[config.mk]
export PLATFORM = sky130hd
export DESIGN_NAME = mem_wb_stage_flat
export DESIGN_NICKNAME = d
export VERILOG_FILES = /design/src/rtl/mips_pipe_pkg.sv /design/src/rtl/mem_wb_stage_if.sv /design/src/rtl/pipe_skid_buf.sv /design/src/rtl/mem_wb_stage.sv /design/src/flat_wrapper.sv
export SDC_FILE = /design/constraint.sdc
export NUM_CORES = 1
export LEC_CHECK = 0
export ABC_CLOCK_PERIOD_IN_PS = 2500
export CAP_MARGIN = 10
export CORE_MARGIN = 2
export CORE_UTILIZATION = 55
export CTS_BUF_LIST = sky130_fd_sc_hd__clkbuf_4 sky130_fd_sc_hd__clkbuf_8
export CTS_CLUSTER_SIZE = 25
export DETAILED_ROUTE_END_ITERATION = 6
export GPL_TIMING_DRIVEN = 0
export PLACE_DENSITY = 0.95
export SYNTH_ARGS = -nofsm -noshare
export SYNTH_HDL_FRONTEND = slang
export SYNTH_HIERARCHICAL = 1
export SYNTH_SLANG_ARGS = --single-unit
[constraint.sdc]
create_clock -name clk -period 2.5 [get_ports clk]
set_input_delay 0.5 -clock clk [delete_from_list [all_inputs] [get_ports clk]]
set_output_delay 0.5 -clock clk [all_outputs]
set_load 0.03 [all_outputs]
[src/rtl/mips_pipe_pkg.sv]
// Shared MIPS pipeline package: default widths,
// write-back NOP control and lane indices.
package mips_pipe_pkg;
  localparam int CTRL_W = 2;
  localparam int RD_W   = 5;
  localparam int DATA_W = 32;

  localparam logic [CTRL_W-1:0] WB_CTRL_NOP = '0;

  localparam int LANE_MEM = 0;
  localparam int LANE_ALU = 1;
endpackage

[src/rtl/mem_wb_stage_if.sv]
// MEM->WB boundary bundle: upstream beat, downstream
// beat, flush and stall counter.
interface mem_wb_stage_if #(
  parameter int CTRL_W = mips_pipe_pkg::CTRL_W,
  parameter int RD_W   = mips_pipe_pkg::RD_W,
  parameter int DATA_W = mips_pipe_pkg::DATA_W,
  parameter int LANES  = 2,
  parameter int CNT_W  = 16
);
  logic                    flush;
  logic                    in_valid;
  logic                    in_ready;
  logic [CTRL_W-1:0]       in_ctrl;
  logic [RD_W-1:0]         in_rd;
  logic [LANES*DATA_W-1:0] in_data;
  logic                    out_valid;
  logic                    out_ready;
  logic [CTRL_W-1:0]       out_ctrl;
  logic [RD_W-1:0]         out_rd;
  logic [LANES*DATA_W-1:0] out_data;
  logic [CNT_W-1:0]        stall_cnt;

  modport master (
    output flush, in_valid, in_ctrl,
    output in_rd, in_data, out_ready,
    input  in_ready, out_valid, out_ctrl,
    input  out_rd, out_data, stall_cnt
  );

  modport slave (
    input  flush, in_valid, in_ctrl,
    input  in_rd, in_data, out_ready,
    output in_ready, out_valid, out_ctrl,
    output out_rd, out_data, stall_cnt
  );
endinterface

[src/rtl/pipe_skid_buf.sv]
// Generic valid/ready register with one-entry skid;
// in_ready is taken straight from the skid flag.
module pipe_skid_buf #(
  parameter int W = 8
) (
  input  logic         clk,
  input  logic         rst,
  input  logic         clr,
  input  logic         in_valid,
  output logic         in_ready,
  input  logic [W-1:0] in_pay,
  output logic         out_valid,
  input  logic         out_ready,
  output logic [W-1:0] out_pay
);
  logic         s_valid;
  logic [W-1:0] s_pay;
  logic         accept;
  logic         drain;
  logic         m_free;

  assign in_ready = ~s_valid;
  assign accept   = in_valid & ~s_valid;
  assign drain    = out_valid & out_ready;
  assign m_free   = ~out_valid | drain;

  always_ff @(posedge clk or negedge rst) begin
    if (!rst) begin
      out_valid <= 1'b0;
      s_valid   <= 1'b0;
    end else if (clr) begin
      out_valid <= 1'b0;
      s_valid   <= 1'b0;
    end else if (m_free) begin
      out_valid <= s_valid | accept;
      s_valid   <= 1'b0;
    end else if (accept) begin
      s_valid   <= 1'b1;
    end
  end

  // payload only moves with a real beat, so
  // invalid entries keep their stale contents
  always_ff @(posedge clk or negedge rst) begin
    if (!rst) begin
      out_pay <= '0;
      s_pay   <= '0;
    end else begin
      if (m_free && (s_valid || accept))
        out_pay <= s_valid ? s_pay : in_pay;
      if (!m_free && accept)
        s_pay <= in_pay;
    end
  end
endmodule

[src/rtl/mem_wb_stage.sv]
// MEM->WB stage register: skid-buffered beat with
// flush, bubble-masked control and stall counter.
module mem_wb_stage #(
  parameter int CTRL_W = mips_pipe_pkg::CTRL_W,
  parameter int RD_W   = mips_pipe_pkg::RD_W,
  parameter int DATA_W = mips_pipe_pkg::DATA_W,
  parameter int LANES  = 2,
  parameter int CNT_W  = 16
) (
  input logic            clk,
  input logic            rst,
  mem_wb_stage_if.slave  bus
);
  import mips_pipe_pkg::*;

  localparam int DW = LANES * DATA_W;
  localparam int PW = CTRL_W + RD_W + DW;
  localparam logic [CNT_W-1:0] CNT_MAX = '1;

  logic              m_valid;
  logic [PW-1:0]     m_pay;
  logic [CTRL_W-1:0] m_ctrl;
  logic [CNT_W-1:0]  cnt;

  pipe_skid_buf #(
    .W (PW)
  ) u_skid (
    .clk       (clk),
    .rst       (rst),
    .clr       (bus.flush),
    .in_valid  (bus.in_valid),
    .in_ready  (bus.in_ready),
    .in_pay    ({bus.in_ctrl,
                 bus.in_rd,
                 bus.in_data}),
    .out_valid (m_valid),
    .out_ready (bus.out_ready),
    .out_pay   (m_pay)
  );

  assign m_ctrl = m_pay[PW-1 -: CTRL_W];
  assign bus.out_rd   = m_pay[DW +: RD_W];
  assign bus.out_data = m_pay[DW-1:0];
  assign bus.out_valid = m_valid;

  // a bubble must never enable a register write
  assign bus.out_ctrl =
    m_valid ? m_ctrl : CTRL_W'(WB_CTRL_NOP);

  always_ff @(posedge clk or negedge rst) begin
    if (!rst)
      cnt <= '0;
    else if (m_valid && !bus.out_ready &&
             cnt != CNT_MAX)
      cnt <= cnt + 1'b1;
  end

  assign bus.stall_cnt = cnt;
endmodule

[src/flat_wrapper.sv]
// flat-port wrapper written by rule: the top's interface ports become plain ports
module mem_wb_stage_flat import mips_pipe_pkg::*;
#(
  parameter int CTRL_W = mips_pipe_pkg::CTRL_W,
  parameter int RD_W   = mips_pipe_pkg::RD_W,
  parameter int DATA_W = mips_pipe_pkg::DATA_W,
  parameter int LANES  = 2,
  parameter int CNT_W  = 16
)
  (clk, rst, bus_flush, bus_in_valid, bus_in_ctrl, bus_in_rd, bus_in_data, bus_out_ready, bus_in_ready, bus_out_valid, bus_out_ctrl, bus_out_rd, bus_out_data, bus_stall_cnt);
  mem_wb_stage_if #(.CTRL_W(CTRL_W), .RD_W(RD_W), .DATA_W(DATA_W), .LANES(LANES), .CNT_W(CNT_W)) bus_i ();
  input logic clk;
  input logic rst;
  input wire logic [$bits(bus_i.flush)-1:0] bus_flush;
  input wire logic [$bits(bus_i.in_valid)-1:0] bus_in_valid;
  input wire logic [$bits(bus_i.in_ctrl)-1:0] bus_in_ctrl;
  input wire logic [$bits(bus_i.in_rd)-1:0] bus_in_rd;
  input wire logic [$bits(bus_i.in_data)-1:0] bus_in_data;
  input wire logic [$bits(bus_i.out_ready)-1:0] bus_out_ready;
  output wire logic [$bits(bus_i.in_ready)-1:0] bus_in_ready;
  output wire logic [$bits(bus_i.out_valid)-1:0] bus_out_valid;
  output wire logic [$bits(bus_i.out_ctrl)-1:0] bus_out_ctrl;
  output wire logic [$bits(bus_i.out_rd)-1:0] bus_out_rd;
  output wire logic [$bits(bus_i.out_data)-1:0] bus_out_data;
  output wire logic [$bits(bus_i.stall_cnt)-1:0] bus_stall_cnt;
  assign bus_i.flush = bus_flush;
  assign bus_i.in_valid = bus_in_valid;
  assign bus_i.in_ctrl = bus_in_ctrl;
  assign bus_i.in_rd = bus_in_rd;
  assign bus_i.in_data = bus_in_data;
  assign bus_i.out_ready = bus_out_ready;
  assign bus_in_ready = bus_i.in_ready;
  assign bus_out_valid = bus_i.out_valid;
  assign bus_out_ctrl = bus_i.out_ctrl;
  assign bus_out_rd = bus_i.out_rd;
  assign bus_out_data = bus_i.out_data;
  assign bus_stall_cnt = bus_i.stall_cnt;
  mem_wb_stage #(.CTRL_W(CTRL_W), .RD_W(RD_W), .DATA_W(DATA_W), .LANES(LANES), .CNT_W(CNT_W)) u_core (.clk(clk), .rst(rst), .bus(bus_i));
endmodule
==> flow_metrics.tcl <==
set metrics [dict create \
    arrival_ps 1770 \
    cts.clk_slew.worst_paths_ps 80 \
    core_area_um2 13200 \
    synth_top_area_share_pct 53.8 \
    cts_inserted_buffers 17 \
    routed_wl_um 15900 \
    drive_gt1_share_pct 31.5 \
    grt_usage_pct 23.3 \
    path_class "flip-flop to primary output" \
    antenna_found_initial 0 \
    pwr-share-seq_pct 45.5 \
    worstMarginPinSlew_ps 680 \
    yosysWarnings 6 \
    netSwitchingPower_mw 2.11 \
    synth_seq_area_share_pct 53.8 \
    wl_per_cell_um 19.0 \
    n_antenna_cell 0 \
    ios 165 \
    start_kind "flip-flop" \
    hold_class "flip-flop to flip-flop" \
    hold_viol 0 \
    drt-initial-drc-count 252 \
    multi_input_area_um2 3120 \
    yosys.area.top_type "dfrtp_1" \
    rows 42 \
    crit_path_max_fanout 5 \
    grt_pass1_wl_um 26000 \
    synth_nets 540 \
    finalCriticalPeriod_ps 2270 \
    grt_max_degree 77 \
    overflow 0 \
    tns_ps 0 \
    die-width_um 120 \
    timing.fmax_ghz 0.441 \
    drc 0 \
    cts_tree "built" \
    finalInstanceArea_um2 9810 \
    postCtsSetupBuffers 0 \
    clockBufferDepth 2 \
    outcome "complete, no violations" \
    dr.max_layer_used "met4" \
    die_y_um 120 \
    relSlewSlack_pct 54.5 \
    insertion_delay_ps 450 \
    syn_area_per_cell_um2 16.1 \
    seq_area_um2 4000 \
    syn_inst 463 \
    rsz0062_at_grt "no" \
    ir_drop_v 0.000823 \
    p_leak_nw 4.22 \
    report.final.setup_viol 0 \
    cap_violations 0 \
    clockPowerShare_pct 28.4 \
    wl_met1_um 6630 \
    swShare_pct 28.3 \
    place_congestion 0.773 \
    clkSinkCount 160 \
    first_global_vias 5099 \
    nFillCells 808 \
    area_delta_synth_final_pct 31.9 \
    maxSlewViolCount 0 \
    power.density_nw_per_um2 761 \
    finalCritPeriodShare_pct 90.7 \
    dieArea_um2 14500 \
    final_nets 726 \
    cts_root_buffer "clkbuf_8" \
    synthTopCellsByArea "dfrtp_1 54%, mux2_4 15%, mux2_2 11%" \
    holdWs_ps 490 \
    start_util_pct 56.2 \
    critPathRequiredTime_ps 2000 \
    routed-wl-met2_um 7880 \
    firstDrtPassIters 4 \
    io_buffers 164 \
    p_int_mw 5.36 \
    worst_clock_skew_ps 8.39 \
    cts_max_level 4 \
    place_area_um2 9360 \
    hpwl_um 11100 \
    ant_nets 0 \
    netlist_area_um2 7440 \
    avgViaCountPerCell 5.43 \
    cp-end-kind "primary output" \
    wl_met3_um 1060 \
    ys_ff_latch 160 \
    routed-via-count 4541 \
    synth.distinct_cells 31 \
    pwr-share-comb_pct 26.1 \
]
-- final timing paths --
path | to | depth (start not counted) | startpoint | slack [ps]
max in group asynchronous | u_core/u_skid/s_pay[28] | 4 | rst | 1060
hold / removal | u_core/u_skid/s_pay[70] | 1 | u_core/u_skid/s_pay[70] | 490
setup / recovery | bus_out_ctrl[0] | 2 | u_core/u_skid/out_valid | 230
setup reg to reg | u_core/bus.stall_cnt[9] | 4 | u_core/bus.stall_cnt[6] | 510
min in group asynchronous | u_core/bus.stall_cnt[7] | 2 | rst | 500
hold reg to reg | u_core/u_skid/s_pay[70] | 1 | u_core/u_skid/s_pay[70] | 490
-- cell usage after synthesis (all sizes together) --
cell,n
or2,1
nand2b,1
a21oi,1
nor2b,2
o41ai,1
buf,24
nand3,3
and2,2
inv,2
nor3b,1
nor2,7
or4,1
xor2,10
o21ai,4
nand2,7
xnor2,2
dfrtp,160
nand4,7
nand3b,1
nor3,7
nor4,1
and3,1
ha,1
mux2,215
o311ai,1
-- cells in the final DEF (no fill, tap or decap), types with 10 or more instances in the layout --
cell type	count
mux2_1	71
xor2_1	10
clkdlybuf4s50_1	162
mux2_4	72
mux2_2	72
clkbuf_8	17
buf_6	11
dfrtp_1	160
-- metal layers --
metal	vias to the layer above	GRT usage [%]
met1	2312	28.8
met5	-	0
met2	151	38.2
li1	2045	-
met3	33	7.45
met4	0	8.94
-- repair_timing --
action,in CTS,in global routing
gates resized for setup,0,1
endpoints found under the hold margin,30,0
hold buffers,1,0
endpoints found under the setup margin,0,1
-- cell families after synthesis --
logic type | synth area share (%)
and+or+nand+nor | 3.40
adders and majority gates | 0.168
xor gates and xnor gates | 1.41
DFF | 53.8
AOI/OAI and AO/OA | 0.824
muxes | 36.2
buffers and inverters | 4.20
-- critical path: stages, from the launching register on --
cell and delay, ps:
dfrtp_1 450, and2_1 160, clkdlybuf4s50_1 710
-- per-stage QoR --
step           cells  utilization [%]  worst slack [ps]  power [mW]
4_1_cts          837             74.1              32.9        7.53
3_5_place_dp     805             70.7               297        5.38
3_3_place_gp     803             70.2             -5160        5.27
2_1_floorplan    463                -               652        4.55
6_report         837             74.1               233        7.47
5_1_grt          837             74.1               124        7.80
-- final cells by class --
type,count,area share (%)
Buffer,24,3.11
Clock inverter,12,1.95
Inverter,2,0.0765
Sequential cell,160,40.8
Timing Repair Buffer,167,17.4
Multi-Input combinational cell,277,31.8
Tap cell,176,2.24
Clock buffer,19,2.54
-- power by group through the flow --
| stage | clock network (mW) | logic [mW] | registers, mW |
|---|---|---|---|
| 2_1_floorplan | 0 | 0.804 | 3.75 |
| 3_3_place_gp | 0 | 1.88 | 3.39 |
| 3_5_place_dp | 0 | 1.96 | 3.42 |
| 4_1_cts | 2.17 | 1.97 | 3.39 |
| 5_1_grt | 2.28 | 2.06 | 3.46 |
| 6_report | 2.12 | 1.95 | 3.40 |
-- sequential cells by signal (all words and copies together) (netlist names) --
name	count
u_core/u_skid/s_pay	71
u_core/bus.stall_cnt	16
u_core/u_skid/out_pay	71
u_core/u_skid/s_valid	1
u_core/u_skid/out_valid	1
(Power assumes the default switching activity.)
